**src/rtl/cpu_pkg.sv**
```systemverilog
// Shared definitions for the multiply/divide sequencer: FSM state encoding,
// operation select, and default sizing / exception constants.
package cpu_pkg;

    localparam int DATA_W_DEF      = 32;
    localparam int REG_W_DEF       = 5;
    localparam int RSTATUS_IDX_DEF = 30;
    localparam int MULT_EXC_DEF    = 4;
    localparam int DIV_EXC_DEF     = 5;

    typedef enum logic [1:0] {
        ST_IDLE = 2'd0,
        ST_MULT = 2'd1,
        ST_DIV  = 2'd2,
        ST_DONE = 2'd3
    } state_e;

    typedef enum logic {
        OP_MULT = 1'b0,
        OP_DIV  = 1'b1
    } op_e;

endpackage

```
**src/rtl/multdiv_iter_core.sv**
```systemverilog
// Iterative datapath for the multiply/divide sequencer. Works on unsigned
// magnitudes, one bit per step: shift/add for multiply, restoring
// subtract/shift for divide. The sign is applied to the result at the end.
// MULTDIV_EARLY_OUT_EN: when defined, `skip` flags a zero operand
// (multiply) or a zero divisor (divide) so the sequencer can finish early.
module multdiv_iter_core
    import cpu_pkg::*;
#(
    parameter int DATA_W = DATA_W_DEF
) (
    input  logic              clock,
    input  logic              load,
    input  logic              step,
    input  op_e               op_sel,
    input  logic [DATA_W-1:0] operand_a,
    input  logic [DATA_W-1:0] operand_b,
    output logic [DATA_W-1:0] result,
    output logic              exc,
    output logic              is_div,
    output logic              skip
);

    // acc: product high half / partial remainder; lo: multiplier / quotient
    logic [DATA_W-1:0] acc_q, acc_d;
    logic [DATA_W-1:0] lo_q, lo_d;
    logic [DATA_W-1:0] opnd_q, opnd_d;
    logic              neg_q, neg_d;
    logic              div_q, div_d;
    logic              div0_q, div0_d;

    logic [DATA_W-1:0]   mag_a, mag_b;
    logic                mult_zero, b_zero;
    logic [DATA_W:0]     sum, rem_sh, diff;
    logic [2*DATA_W-1:0] prod, sprod;
    logic [DATA_W-1:0]   quo;

    // Load operands on accept, otherwise advance one iteration per step
    always_comb begin
        // NOTE: every always_comb output gets a default first so no path leaves it unassigned (no latch).
        acc_d  = acc_q;
        lo_d   = lo_q;
        opnd_d = opnd_q;
        neg_d  = neg_q;
        div_d  = div_q;
        div0_d = div0_q;

        mag_a     = operand_a[DATA_W-1] ? -operand_a : operand_a;
        mag_b     = operand_b[DATA_W-1] ? -operand_b : operand_b;
        b_zero    = (operand_b == '0);
        mult_zero = (operand_a == '0) || b_zero;

        sum    = {1'b0, acc_q} + {1'b0, (lo_q[0] ? opnd_q : '0)};
        rem_sh = {acc_q, lo_q[DATA_W-1]};
        diff   = rem_sh - {1'b0, opnd_q};

        if (load) begin
            acc_d  = '0;
            neg_d  = operand_a[DATA_W-1] ^ operand_b[DATA_W-1];
            div_d  = (op_sel == OP_DIV);
            div0_d = (op_sel == OP_DIV) && b_zero;
            if (op_sel == OP_MULT) begin
                opnd_d = mag_a;
                // A zero multiplier keeps the product zero even if iteration is cut short
                lo_d   = mult_zero ? '0 : mag_b;
            end else begin
                opnd_d = mag_b;
                lo_d   = mag_a;
            end
        end else if (step) begin
            if (!div_q) begin
                acc_d = sum[DATA_W:1];
                lo_d  = {sum[0], lo_q[DATA_W-1:1]};
            end else begin
                acc_d = diff[DATA_W] ? rem_sh[DATA_W-1:0] : diff[DATA_W-1:0];
                lo_d  = {lo_q[DATA_W-2:0], ~diff[DATA_W]};
            end
        end
    end

    // Datapath registers
    always_ff @(posedge clock) begin
        // NOTE: datapath registers carry no reset; they are always loaded before being observed.
        acc_q  <= acc_d;
        lo_q   <= lo_d;
        opnd_q <= opnd_d;
        neg_q  <= neg_d;
        div_q  <= div_d;
        div0_q <= div0_d;
    end

`ifdef MULTDIV_EARLY_OUT_EN
    logic skip_q, skip_d;

    // Remember whether the accepted operation can finish without iterating
    always_comb begin
        skip_d = skip_q;
        if (load) skip_d = (op_sel == OP_DIV) ? b_zero : mult_zero;
    end

    // Early-out flag register
    always_ff @(posedge clock) begin
        skip_q <= skip_d;
    end

    assign skip = skip_q;
`else
    assign skip = 1'b0;
`endif

    // Sign fix-up and overflow / divide-by-zero detection
    always_comb begin
        prod   = {acc_q, lo_q};
        sprod  = neg_q ? -prod : prod;
        quo    = neg_q ? -lo_q : lo_q;
        result = div_q ? quo : sprod[DATA_W-1:0];
        exc    = div_q ? div0_q
                       : (sprod[2*DATA_W-1:DATA_W] != {DATA_W{sprod[DATA_W-1]}});
        is_div = div_q;
    end

endmodule

```
**src/rtl/multdiv_sequencer.sv**
```systemverilog
// Multi-cycle signed multiply/divide unit. Accepts a start from decode while
// idle, stalls the pipeline for DATA_W iterations, then issues one writeback
// beat to rd, or to the rstatus register when the operation raised an exception.
// MULTDIV_EARLY_OUT_EN: when defined, trivial operands finish after one iteration.
module multdiv_sequencer
    import cpu_pkg::*;
#(
    parameter int DATA_W      = DATA_W_DEF,
    parameter int REG_W       = REG_W_DEF,
    parameter int RSTATUS_IDX = RSTATUS_IDX_DEF,
    parameter int MULT_EXC    = MULT_EXC_DEF,
    parameter int DIV_EXC     = DIV_EXC_DEF
) (
    input  logic              clock,
    input  logic              reset,
    input  logic              start_mult,
    input  logic              start_div,
    input  logic [DATA_W-1:0] operand_a,
    input  logic [DATA_W-1:0] operand_b,
    input  logic [REG_W-1:0]  rd_in,
    output logic              stall,
    output logic              wb_valid,
    output logic [REG_W-1:0]  wb_rd,
    output logic [DATA_W-1:0] wb_data,
    output logic              exception
);

    localparam int               CNT_W = $clog2(DATA_W);
    localparam logic [CNT_W-1:0] LAST  = CNT_W'(DATA_W - 1);

    state_e            state_q, state_d;
    logic [CNT_W-1:0]  count_q, count_d;
    logic [REG_W-1:0]  rd_q, rd_d;

    logic              start_any, load, step, done;
    op_e               op_sel;
    logic [DATA_W-1:0] core_result;
    logic              core_exc, core_is_div, core_skip;

    assign start_any = start_mult | start_div;
    assign op_sel    = start_mult ? OP_MULT : OP_DIV;

    multdiv_iter_core #(.DATA_W(DATA_W)) u_core (
        .clock     (clock),
        .load      (load),
        .step      (step),
        .op_sel    (op_sel),
        .operand_a (operand_a),
        .operand_b (operand_b),
        .result    (core_result),
        .exc       (core_exc),
        .is_div    (core_is_div),
        .skip      (core_skip)
    );

    // Next-state logic: accept in IDLE, iterate DATA_W times, one DONE beat
    always_comb begin
        state_d = state_q;
        count_d = count_q;
        rd_d    = rd_q;
        load    = 1'b0;
        step    = 1'b0;
        unique case (state_q)
            ST_IDLE: begin
                if (start_any) begin
                    load    = 1'b1;
                    rd_d    = rd_in;
                    count_d = '0;
                    state_d = start_mult ? ST_MULT : ST_DIV;
                end
            end
            ST_MULT, ST_DIV: begin
                step    = 1'b1;
                count_d = count_q + CNT_W'(1);
                if (count_q == LAST || core_skip) state_d = ST_DONE;
            end
            ST_DONE: begin
                count_d = '0;
                state_d = ST_IDLE;
            end
            default: state_d = ST_IDLE;
        endcase
    end

    // Sequencer state registers with synchronous reset
    always_ff @(posedge clock) begin
        // NOTE: sequential state uses non-blocking assignments so all flops update together.
        if (reset) begin
            state_q <= ST_IDLE;
            count_q <= '0;
            rd_q    <= '0;
        end else begin
            state_q <= state_d;
            count_q <= count_d;
            rd_q    <= rd_d;
        end
    end

    // Pipeline hold and writeback beat decode
    always_comb begin
        done      = (state_q == ST_DONE);
        stall     = ((state_q == ST_IDLE) && start_any) ||
                    (state_q == ST_MULT) || (state_q == ST_DIV);
        wb_valid  = done;
        exception = done && core_exc;
        wb_rd     = '0;
        wb_data   = '0;
        if (done) begin
            if (core_exc) begin
                wb_rd   = REG_W'(RSTATUS_IDX);
                wb_data = core_is_div ? DATA_W'(DIV_EXC) : DATA_W'(MULT_EXC);
            end else begin
                wb_rd   = rd_q;
                wb_data = core_result;
            end
        end
    end

endmodule
```
**config.mk**
```make
export PLATFORM = sky130hd
export DESIGN_NAME = multdiv_sequencer
export DESIGN_NICKNAME = d
export VERILOG_FILES = /design/src/rtl/cpu_pkg.sv /design/src/rtl/multdiv_iter_core.sv /design/src/rtl/multdiv_sequencer.sv
export SDC_FILE = /design/constraint.sdc
export NUM_CORES = 1
export LEC_CHECK = 0
export BUFFER_PORTS_ARGS = -buffer_cell sky130_fd_sc_hd__buf_2
export CAP_MARGIN = 40
export CORE_AREA = 3 3 162 164
export DETAILED_ROUTE_END_ITERATION = 8
export DIE_AREA = 0 0 165 167
export HOLD_SLACK_MARGIN = 0.12
export PLACE_DENSITY = 0.71
export SLEW_MARGIN = 0
export SYNTH_ARGS = -nofsm -noshare
export SYNTH_HDL_FRONTEND = slang
export SYNTH_HIERARCHICAL = 1
export SYNTH_SLANG_ARGS = --single-unit
```
**constraint.sdc**
```tcl
create_clock -name clock -period 3.9 [get_ports clock]
set_input_delay 0.39 -clock clock [delete_from_list [all_inputs] [get_ports clock]]
set_output_delay 0.39 -clock clock [all_outputs]
set_load 0.1 [all_outputs]
```
Yosys cells after proc, flatten, opt, wreduce, memory -nomap -nowiden --
Index checks and enable logic that the tools add are counted.
Cells by class: $add $sub $neg 7, equal/unequal tests 7, mux-type cells 30, bitwise gates (word level) 3, reductions and logical operators 13
Operators by type and width (number):
- $mux W32 | 15
- $neg A32 Y32 | 3
- $logic_not A32 Y1 | 2
- $mux W64 | 1
- $neg A64 Y64 | 1
- $add A32 B32 Y33 | 1
- $sub A33 B32 Y33 | 1
- $ne A32 B32 Y1 | 1
- $mux W5 | 3
- $pmux W5 S3 | 1
- $mux W1 | 6
- $mux W2 | 3
- $pmux W2 S3 | 1
- $add A5 B1 Y5 const B | 1
- $eq A5 B5 Y1 const B | 1
- $eq A2 B2 Y1 const B | 2
- $ne A2 B2 Y1 const B | 2
- $reduce_and A2 Y1 | 2
- $logic_and A1 B1 Y1 | 3
- $logic_or A1 B1 Y1 | 3
- $eq A2 B1 Y1 const B | 1
- $logic_not A2 Y1 | 1
- $reduce_bool A2 Y1 | 1
- $reduce_or A2 Y1 | 1
- other kinds (3) | 3
Storage, ports and cells: flip-flop bits (word level) 111, bits of input ports 73, output and inout bits 40, word-level logic and storage cells 69

Logic depth before layout (Yosys ltp) --
Gate-level depths: netlist of run 1.
word-level depth 6, gate-level depth with buffers 17, gate-level depth less buffers 14

Hierarchy --
Netlist of run 1, hierarchy kept.
By module, submodules not included:
- multdiv_iter_core | instances 1, cells each 1482, area each 11579.9 sq um, sequential area each 2652.5 sq um
- multdiv_sequencer | instances 1, cells each 111, area each 902.1 sq um, sequential area each 240.2 sq um

Worst setup path before layout of run 1 --
OpenSTA, ideal clock, no wires.
kind register to output, start point register u_core.lo_q[0], end point output port wb_data[0], arrival time 4.878 ns, data required time 3.510 ns, slack -1.368 ns, cell stages (with the launch flop) 17, path buffers 2, cells stage by stage edfxtp_1 > inv_1 > clkbuf_1 > ha_1 > nand2b_1 > nor4b_1 > nand2_1 > o41ai_1 > xnor2_1 > nand4_1 > nor4bb_1 > mux2_2 > nand4_1 > o32a_1 > clkbuf_1 > mux2i_1 > nor2b_1
On the way: longest elaborated chain between the ends 6, elaborated cells between the ends (all ways) 9, those cells by class add/sub (2); eq/ne (1); mux (6)
Ends and longest elaborated chain:
- from (decl) | line multdiv_iter_core.sv:25 | logic [DATA_W-1:0] lo_q, lo_d;
- from (signal assigned) | line multdiv_iter_core.sv:84 | lo_q <= lo_d;
- $neg A64 Y64 | line multdiv_iter_core.sv:113 | sprod = neg_q ? -prod : prod;
- $mux W64 | line multdiv_iter_core.sv:113
- $ne A32 B32 Y1 | line multdiv_iter_core.sv:117 | : (sprod[2*DATA_W-1:DATA_W] != {DATA_W{sprod[DATA_W-1]}});
- $mux W1 | line multdiv_iter_core.sv:116 | exc = div_q ? div0_q
- named net core_exc | line multdiv_sequencer.sv:38 | logic core_exc, core_is_div, core_skip;
- $mux W32 | line multdiv_sequencer.sv:109 | if (core_exc) begin
- $mux W32 | line multdiv_sequencer.sv:108 | if (done) begin
- to (decl) | line multdiv_sequencer.sv:24 | output logic [DATA_W-1:0] wb_data,
The timed path passes the listed nets, and every way through them passes these cells.

Worst setup path in the final report of run 1 --
start point register u_core.lo_q[18], end point output port wb_data[31]
The elaborated chain is that of the path after synthesis.

==> out/results.ini, run 1 <==
[timing]
post-route-period-util_pct = 124
tightest_slew_ns = 0.870
rsz0062_at_grt = yes
skew_ns = 0.0120
fin_ws_ns = -0.922
relSlewSlack_pct = 42.0
holdWs_ns = 0.256
period_minus_slack_ns = 4.82
fmax_ghz = 0.207
setup_viol = 38
drv_slew = 0
hold_viol_final = 0

[global_routing]
grt_max_degree = 108
antenna_found_initial = 0
grt_first_pass_wirelength_um = 64300
first_global_vias = 12200
grt_use_total_pct = 29.2
grt-ovfl-total = 0

[clock_network]
tritoncts = yes
numCtsBuffers = 9
path_clk_slew_ns = 0.09
cts_hold_buf = 0
insertion_delay_ns = 0.37
cts_root_buf = clkbuf_16
htreeDepth = 3
ctsLongestPathBuffers = 2
cts.sinks = 111

[drt]
drt_iter0_drc = 1059
drtPass1Iterations = 5
route.detailed.drc = 0
routedWlPerCell_um = 19.3
vias = 13100
drt_wl_total_um = 41300
viasPerCell = 6.08
ant_nets = 0

[die]
core_um2 = 25000
rows = 58
fp.dieH_um = 167
dieArea_um2 = 27600
die_w_um = 165
ios = 113
start_util_pct = 49.9

[worst_setup_path]
path_cells = or4_4, or3_4, nor4_4, nand4_1, o41ai_2, xor2_1, or4_1, o21ai_1, nand4_1, o32a_1, nor2b_4, buf_12, and2_2, buf_12
worst_path_max_delay_cell = or4_4
r2r_end = u_core/acc_q[31]
start_kind = flop
arrival_ns = 4.43
cp.required_ns = 3.51
slowest_delay_ns = 0.57
end_kind = primary output
cp_max_fo = 30
r2r_cells = 16
crit_family = simple AND/OR/NAND/NOR gates
critPathKind = flop to primary output
worstPathBufferInverterCount = 2
rrSetupSlack_ns = 0.11
reg2reg_from = u_core/lo_q[0]

[yosys]
ys.warnings.count = 6
yosysTopAreaCell = edfxtp_1
synth_flop_cell = edfxtp_1
synth_fp_nets = 1742
ys_ff_latch = 111
synth.avg_cell_area_um2 = 7.84
synth_xor_area_share_pct = 11.9
synth_mux_area_share_pct = 5.66
synth_top_area_share_pct = 16.1
synth_cell_types = 94
syn_inst = 1593
synth_edf_count = 67
synth-compound-area-share_pct = 24.8
synthAdderAreaFrac_pct = 7.74
synthArstFlopShare_pct = 0
synth.area.top_cells = edfxtp_1 (16%), xnor2_1 (7.6%), ha_1 (7.4%)
synthesis.area_um2 = 12500
yosysSeqAreaShare_pct = 23.2
synth-simple-area-share_pct = 22.0
synth_top_family_by_area = compound AO/OA/AOI/OAI gates

[status]
status = finished, violations left
failed_checks = setup timing

[min_path]
min_to = rd_q[4]
min_from = rd_in[4]
min_path_cells = 3
worstHoldPathType = input pin to flop

[final_layout]
layout.nets = 1960
antenna-diode-count = 0
layout_commonest_cell = buf_4
layout_common_cells = buf_4 (158), nand2_1 (155), nor2_1 (141)
areaGrowthSynthToFinish_pct = 25.5
stdcell_count = 2146
fillCellCount = 2251
drive_above_1_share_pct = 22.1

[place]
io_buffer_count = 112
gp_congestion = 0.998
dp.final_hpwl_um = 32100
place_ws_ns = -0.468
dp_cells = 2115

[run]
max-cap-violations = 0

[power_and_ir_drop]
p_total_uw = 11500
leakage_uw = 0.00665
power.density_nw_per_um2 = 735
vdd_ir_drop_max_mv = 0.377

## how the worst max path moves through the flow
stage | start | end | depth (start not counted) | slack, ns
after global routing | u_core/lo_q[18] | wb_data[31] | 14 | -1.10
final | u_core/lo_q[18] | wb_data[31] | 14 | -0.92
after floorplan | u_core/lo_q[18] | wb_data[0] | 13 | -0.33
after global placement | u_core/lo_q[18] | wb_data[31] | 14 | -0.33
after CTS | u_core/lo_q[18] | wb_data[31] | 14 | -0.80
after detailed placement | u_core/lo_q[18] | wb_data[31] | 15 | -0.47
## worst min-delay path: stages
cell and delay (ns):
buf_2 0.07, mux2i_1 0.05, nor2_1 0.08
## Yosys cell counts (15+ instances only)
master,number
o31ai_1,40
nand4_1,16
inv_1,65
o21ai_1,24
clkbuf_1,58
o21bai_1,15
nor3_1,33
a21oi_1,98
o21a_1,19
xnor2_1,109
o41ai_1,17
o21ai_0,131
mux2i_1,65
a21o_1,23
and2_1,38
nand2b_1,16
nor4_1,15
xor2_1,60
a31oi_1,19
nand2_1,156
ha_1,74
edfxtp_1,67
nor2_1,141
nand3_1,30
nor2b_1,17
dfxtp_1,44
## cell families after synthesis
logic type	Yosys count
other cells	1
simple gates	541
fa+ha+maj	76
buf+inv	144
compound gates	481
xor+xnor	169
flops	111
mux	70
## state kept, by name (all words and copies together) (netlist names)
register,cells
count_q,5
rd_q,5
state_q,2
u_core/acc_q,32
u_core/div0_q,1
u_core/is_div,1
u_core/lo_q,32
u_core/neg_q,1
u_core/opnd_q,32
## per-layer routing
layer | vias to the layer above | wire length (um) | GRT usage, %
li1 | 6289 | - | -
met3 | 91 | 2580 | 3.38
met4 | 0 | 1600 | 11.0
met2 | 536 | 20100 | 49.3
met5 | - | 0 | 0
met1 | 6136 | 17000 | 38.0
## power breakdown
part	total (uW)	switching [uW]	internal [uW]
clock	1010	510	499
combinational	8310	4920	3380
sequential	2190	303	1890
## timing repair
action	CTS	global route
buffers inserted	7	9
endpoints found under the setup margin	39	56
cloned	0	0
pin swaps	14	10
resized for setup	45	13
## final cells by class
class | instances | area, um2 | area share [%]
well taps | 330 | 413 | 2.64
flip-flops and latches | 111 | 2890 | 18.5
inverters | 68 | 258 | 1.65
clock buffers | 10 | 250 | 1.60
clock inverters | 6 | 77.6 | 0.495
repair buffers | 283 | 2500 | 15.9
multi-input cells | 1338 | 9280 | 59.2
## through the flow
| stage | cell area [um2] | TNS [ns] | utilization, % |
|---|---|---|---|
| global route | 15700 | -40.04 | 62.6 |
| global placement | 15000 | -11.37 | 59.8 |
| detailed placement | 15000 | -16.68 | 59.8 |
| CTS | 15500 | -28.94 | 62.1 |
| floorplan | 12600 | -10.28 | - |
| finish | 15700 | -33.56 | 62.6 |
Power figures use the tool's default switching activity.
==> run 2: changes to the inputs <==
CORE_AREA = 2 2 161 163   (was 3 3 162 164)
DIE_AREA = 0 0 163 165   (was 0 0 165 167)
==> run 2 against run 1 <==
The run still ends with setup timing left; setup slack improved by 0.074 ns; critical path depth unchanged; non-clock buffer count decreased by 2; power about the same; clock power about the same; die area decreased by 2.4%; global-route usage increased by 0.65 points; sequential share of layout area increased by 0.080 points; sequential power about the same; hold slack improved by 0.010 ns; flip-flop and latch count unchanged; clock skew increased by 0.00095 ns.
==> out/results.ini, run 2 (synthesis results as in run 1) <==
[timing]
setup_viol = 41  ; +7.9%
rsz0062_at_grt = yes
holdWs_ns = 0.267  ; +0.0103 ns
relSlewSlack_pct = 43.2  ; +1.2 points
hold_viol_final = 0  ; unchanged
skew_ns = 0.0129  ; +0.000955 ns
drv_slew = 0  ; unchanged
period_minus_slack_ns = 4.75  ; -0.0735 ns
fmax_ghz = 0.211  ; +1.5%
fin_ws_ns = -0.849  ; +0.0735 ns
post-route-period-util_pct = 122  ; -1.9 points
tightest_slew_ns = 0.852  ; -0.0180 ns

[clock_network]
cts_hold_buf = 0  ; unchanged
tritoncts = yes
cts.sinks = 111  ; unchanged
ctsLongestPathBuffers = 2  ; unchanged
insertion_delay_ns = 0.37  ; about the same
numCtsBuffers = 9  ; unchanged
path_clk_slew_ns = 0.09  ; about the same
cts_root_buf = clkbuf_16
htreeDepth = 3  ; unchanged

[place]
dpl_cell_area_um2 = 15000  ; +0.37%
io_buffer_count = 112  ; unchanged
place_ws_ns = -0.411  ; +0.0567 ns
dp.final_hpwl_um = 31600  ; -1.5%
gp_congestion = 0.975  ; -2.3%

[die]
fp.dieH_um = 165  ; -1.2%
die_w_um = 163  ; -1.2%
core_um2 = 25000  ; unchanged
start_util_pct = 49.9  ; unchanged
rows = 58  ; unchanged
dieArea_um2 = 26900  ; -2.4%
ios = 113  ; unchanged

[status]
status = finished, violations left
failed_checks = setup timing

[worst_setup_path]
slowest_delay_ns = 0.59  ; +0.02 ns
path_cells = or4_4, nor3_4, nand3_1, o31ai_1, xor2_1, nand2b_1, nand2_1, a2111oi_1, nand4_1, o32a_1, nor2b_4, buf_12, and2_2, buf_12
cp_max_fo = 31  ; +3.3%
worst_path_max_delay_cell = or4_4
critPathKind = flop to primary output
arrival_ns = 4.36  ; -0.07 ns
cp.required_ns = 3.51  ; about the same
start_kind = flop
crit_top_cell = buf_12
end_kind = primary output

[final_layout]
layout_common_cells = buf_4 (158), nand2_1 (155), nor2_1 (141)
antenna-diode-count = 0  ; unchanged
seq_area_um2 = 2890  ; unchanged
layout.nets = 1958  ; -0.10%
layout_commonest_cell = buf_4
largestRegisters = u_core/acc_q: 32 flops, u_core/lo_q: 32 flops, u_core/opnd_q: 32 flops
areaGrowthSynthToFinish_pct = 25.0
multi_input_area_um2 = 9230  ; -0.51%
drive_above_1_share_pct = 21.7  ; -0.42 points
final_area_um2 = 15600  ; -0.43%
fillCellCount = 2168  ; -3.7%

[global_routing]
grt-ovfl-total = 0  ; unchanged
grt_use_total_pct = 29.8  ; +0.65 points
antenna_found_initial = 0  ; unchanged
first_global_vias = 12200  ; +0.049%
grt_first_pass_wirelength_um = 63400  ; -1.4%
grt_max_degree = 108  ; unchanged

[run]
max-cap-violations = 0  ; unchanged

[min_path]
worstHoldPathType = input pin to flop

[drt]
ant_nets = 0  ; unchanged
routedWlPerCell_um = 18.8  ; -2.4%
drtPass1Iterations = 6  ; +1
route.detailed.drc = 0  ; unchanged
vias = 13100  ; +0.12%
drt_wl_total_um = 40300  ; -2.5%
drt_iter0_drc = 1076  ; +1.6%
viasPerCell = 6.10  ; +0.22%

[power_and_ir_drop]
leakage_uw = 0.00664  ; -0.13%
vdd_ir_drop_max_mv = 0.443  ; +17%
power.density_nw_per_um2 = 738  ; +0.48%

-- run 2: metal layers --
| layer | up-vias | global-route usage [%] | wire (um) |
|---|---|---|---|
| met1 | 6163 | 38.0 | 16700 |
| met4 | 0 | 12.0 | 1490 |
| met5 | - | 0 | 0 |
| li1 | 6286 | - | - |
| met3 | 86 | 2.91 | 2570 |
| met2 | 533 | 52.0 | 19500 |
-- run 2: layout make-up --
type                    instances  area share [%]
clock inverters                 7           0.586
repair buffers                281            16.0
clock buffers                   9            1.44
flip-flops and latches        111            18.5
inverters                      68            1.65
multi-input cells            1338            59.2
well taps                     330            2.65
-- run 2: worst paths after layout --
path / startpoint / to / slack (ns) / depth (start not counted)
setup reg to reg: u_core/lo_q[0] / u_core/acc_q[31] / -0.13 / 16
setup / recovery: u_core/lo_q[18] / wb_data[31] / -0.85 / 14
hold reg to reg: count_q[4] / count_q[4] / 0.47 / 2
hold / removal: rd_in[1] / rd_q[1] / 0.27 / 3
-- run 2: where the power goes --
| group | total, uW | switching [uW] | leakage (uW) | internal, uW |
|---|---|---|---|---|
| Sequential | 2220 | 327 | 0.00103 | 1890 |
| Combinational | 8310 | 4850 | 0.00546 | 3450 |
| Clock | 991 | 525 | 0.000152 | 465 |
| Total | 11500 | 5710 | 0.00664 | 5810 |
-- run 2: what timing repair did --
action | in CTS | in global routing
pin swaps | 8 | 10
buffers inserted | 4 | 4
resized for setup | 30 | 15
endpoints found under the setup margin | 38 | 52
-- run 2: critical path: cells and delay by family (launching register included) --
family	cells	cell delay [ns]
simple gates	8	1.82
buf+inv	2	0.35
xor+xnor	1	0.26
flops	1	0.39
compound gates	3	1.18
-- run 2: stage by stage --
step | setup TNS, ns | util (%) | total power [uW] | std cells
6_report | -31.60 | 62.3 | 11500 | 2144
5_1_grt | -41.62 | 62.3 | 12300 | 2144
2_1_floorplan | -10.28 | - | 7520 | 1593
3_3_place_gp | -11.94 | 60.0 | 10100 | 2119
3_5_place_dp | -14.18 | 60.0 | 10200 | 2119
4_1_cts | -28.00 | 61.8 | 11300 | 2139
==> run 3: changes to the inputs <==
CORE_AREA = 2 2 137 172   (was 2 2 161 163)
DIE_AREA = 0 0 139 174   (was 0 0 163 165)
PLACE_DENSITY = 0.78   (was 0.71)
==> run 3 against run 2 <==
The run still ends with setup timing left; fmax shrank 3.3%; non-clock buffer count grew 22; die area shrank 10%; global-route usage grew 3.5 points; combinational power grew 4.7%; hold slack lost 0.0052 ns; register-to-register slack gained 0.24 ns; sequential share of layout area shrank 0.25 points; critical endpoint is now wb_data[7].
==> out/results.ini, run 3 (synthesis results as in run 1) <==
[clock_network]
insertion_delay_ns = 0.37  ; about the same
cts_hold_buf = 0  ; unchanged
tritoncts = yes
cts_root_buf = clkbuf_16
path_clk_slew_ns = 0.09  ; about the same
numCtsBuffers = 9  ; unchanged
cts.sinks = 111  ; unchanged
htreeDepth = 3  ; unchanged
ctsLongestPathBuffers = 2  ; unchanged

[worst_setup_path]
cp.required_ns = 3.51  ; about the same
crit_start = u_core/lo_q[15]
arrival_ns = 4.52  ; +0.16 ns
cp_max_fo = 8  ; -74%
critPathKind = flop to primary output
reg2reg_from = u_core/lo_q[31]
end_kind = primary output
start_kind = flop

[drt]
viasPerCell = 6.26  ; +2.7%
ant_nets = 0  ; unchanged
route.detailed.drc = 0  ; unchanged
drtPass1Iterations = 7  ; +1
vias = 13300  ; +1.7%
routedWlPerCell_um = 20.0  ; +6.5%
drt_iter0_drc = 1216  ; +13%
drt_wl_total_um = 42500  ; +5.5%

[die]
fp.dieH_um = 174  ; +5.5%
core_um2 = 22700  ; -9.5%
ios = 113  ; unchanged
rows = 62  ; +6.9%
die_w_um = 139  ; -15%
start_util_pct = 55.1  ; +5.2 points
dieArea_um2 = 24200  ; -10%

[timing]
drv_slew = 0  ; unchanged
fmax_ghz = 0.204  ; -3.3%
fin_tns_setup_ns = -37.07  ; -5.46 ns
setup_viol = 38  ; -7.3%
holdWs_ns = 0.261  ; -0.00517 ns
post-route-period-util_pct = 126  ; +4.1 points
relSlewSlack_pct = 37.6  ; -5.6 points
hold_viol_final = 0  ; unchanged
tightest_slew_ns = 0.934  ; +0.0821 ns
rsz0062_at_grt = yes
fin_ws_ns = -1.01  ; -0.162 ns
period_minus_slack_ns = 4.91  ; +0.162 ns
skew_ns = 0.0129  ; -0.0000262 ns

[min_path]
min_from = rd_in[1]
worstHoldPathType = input pin to flop

[final_layout]
layout.nets = 1980  ; +1.1%
antenna-diode-count = 0  ; unchanged
multi_input_area_um2 = 9300  ; +0.72%
fillCellCount = 1817  ; -16%
stdcell_count = 2124  ; -0.93%
layout_common_cells = buf_4 (176), nand2_1 (155), nor2_1 (141)
largestRegisters = u_core/acc_q: 32 flops, u_core/lo_q: 32 flops, u_core/opnd_q: 32 flops
drive_above_1_share_pct = 23.3  ; +1.6 points
seq_area_um2 = 2890  ; unchanged
layout_commonest_cell = buf_4
final_util_pct = 69.8  ; +7.5 points
areaGrowthSynthToFinish_pct = 26.7

[global_routing]
grt_first_pass_wirelength_um = 64800  ; +2.2%
grt_use_total_pct = 33.3  ; +3.5 points
first_global_vias = 12600  ; +2.6%
grt-ovfl-total = 0  ; unchanged
grt_max_degree = 129  ; +19%
antenna_found_initial = 0  ; unchanged

[place]
place_ws_ns = -0.455  ; -0.0445 ns
io_buffer_count = 112  ; unchanged
dp_cells = 2086  ; -1.6%
dp.final_hpwl_um = 32400  ; +2.5%
gp_congestion = 1.00  ; +2.7%

[status]
failed_checks = setup timing
status = finished, violations left

[power_and_ir_drop]
vdd_ir_drop_max_mv = 0.479  ; +8.0%
leakage_uw = 0.00676  ; +1.8%
power.density_nw_per_um2 = 751  ; +1.8%

[run]
max-cap-violations = 0  ; unchanged

run 3: worst paths after layout:
| kind | end | slack (ns) | cells after the start |
|---|---|---|---|
| worst max-delay path | wb_data[7] | -1.01 | 15 |
| worst min-delay path | rd_q[1] | 0.26 | 3 |
| worst max register to register | u_core/acc_q[11] | 0.11 | 17 |
| worst min register to register | count_q[4] | 0.46 | 2 |
run 3: final cells by class:
| type | instances | area share (%) |
|---|---|---|
| Multi-Input combinational cell | 1338 | 58.8 |
| Sequential cell | 111 | 18.3 |
| Timing Repair Buffer | 303 | 17.1 |
| Tap cell | 288 | 2.28 |
| Inverter | 68 | 1.62 |
| Clock buffer | 9 | 1.42 |
| Clock inverter | 7 | 0.459 |
run 3: metrics by stage:
| stage | cell area, um2 | total power [uW] |
|---|---|---|
| floorplan | 12600 | 7520 |
| global placement | 15000 | 10100 |
| detailed placement | 15000 | 10300 |
| CTS | 15400 | 11300 |
| global route | 15800 | 12600 |
| finish | 15800 | 11900 |
run 3: what timing repair did:
item,4_1_cts,5_1_grt
hold endpoints to repair,0,0
setup buffers,2,16
cloned,0,4
resized for setup,17,43
pin swaps,12,24
setup endpoints to repair,41,62
run 3: layer usage:
metal	share of wire (%)	track usage, %	vias up
li1	-	-	6319
met1	39	39.4	6218
met2	48	58.1	604
met3	5.4	3.06	149
met4	7.0	20.9	0
met5	0	0	-
run 3: worst max-delay path: stages (launching register included):
cell	delay (ns)
edfxtp_1	0.41
or4_4	0.58
or3_4	0.39
nor4_4	0.25
nand4_1	0.25
o41ai_2	0.28
xor2_1	0.13
or4_1	0.49
o21ai_1	0.09
nand4_1	0.09
o32a_1	0.43
nor2b_4	0.15
buf_12	0.14
clkbuf_16	0.15
and2_4	0.15
buf_12	0.17
run 3: report_power, final:
part,internal (uW),switching (uW)
combinational,3580,5120
clock,457,505
sequential,1890,331
total,5930,5950
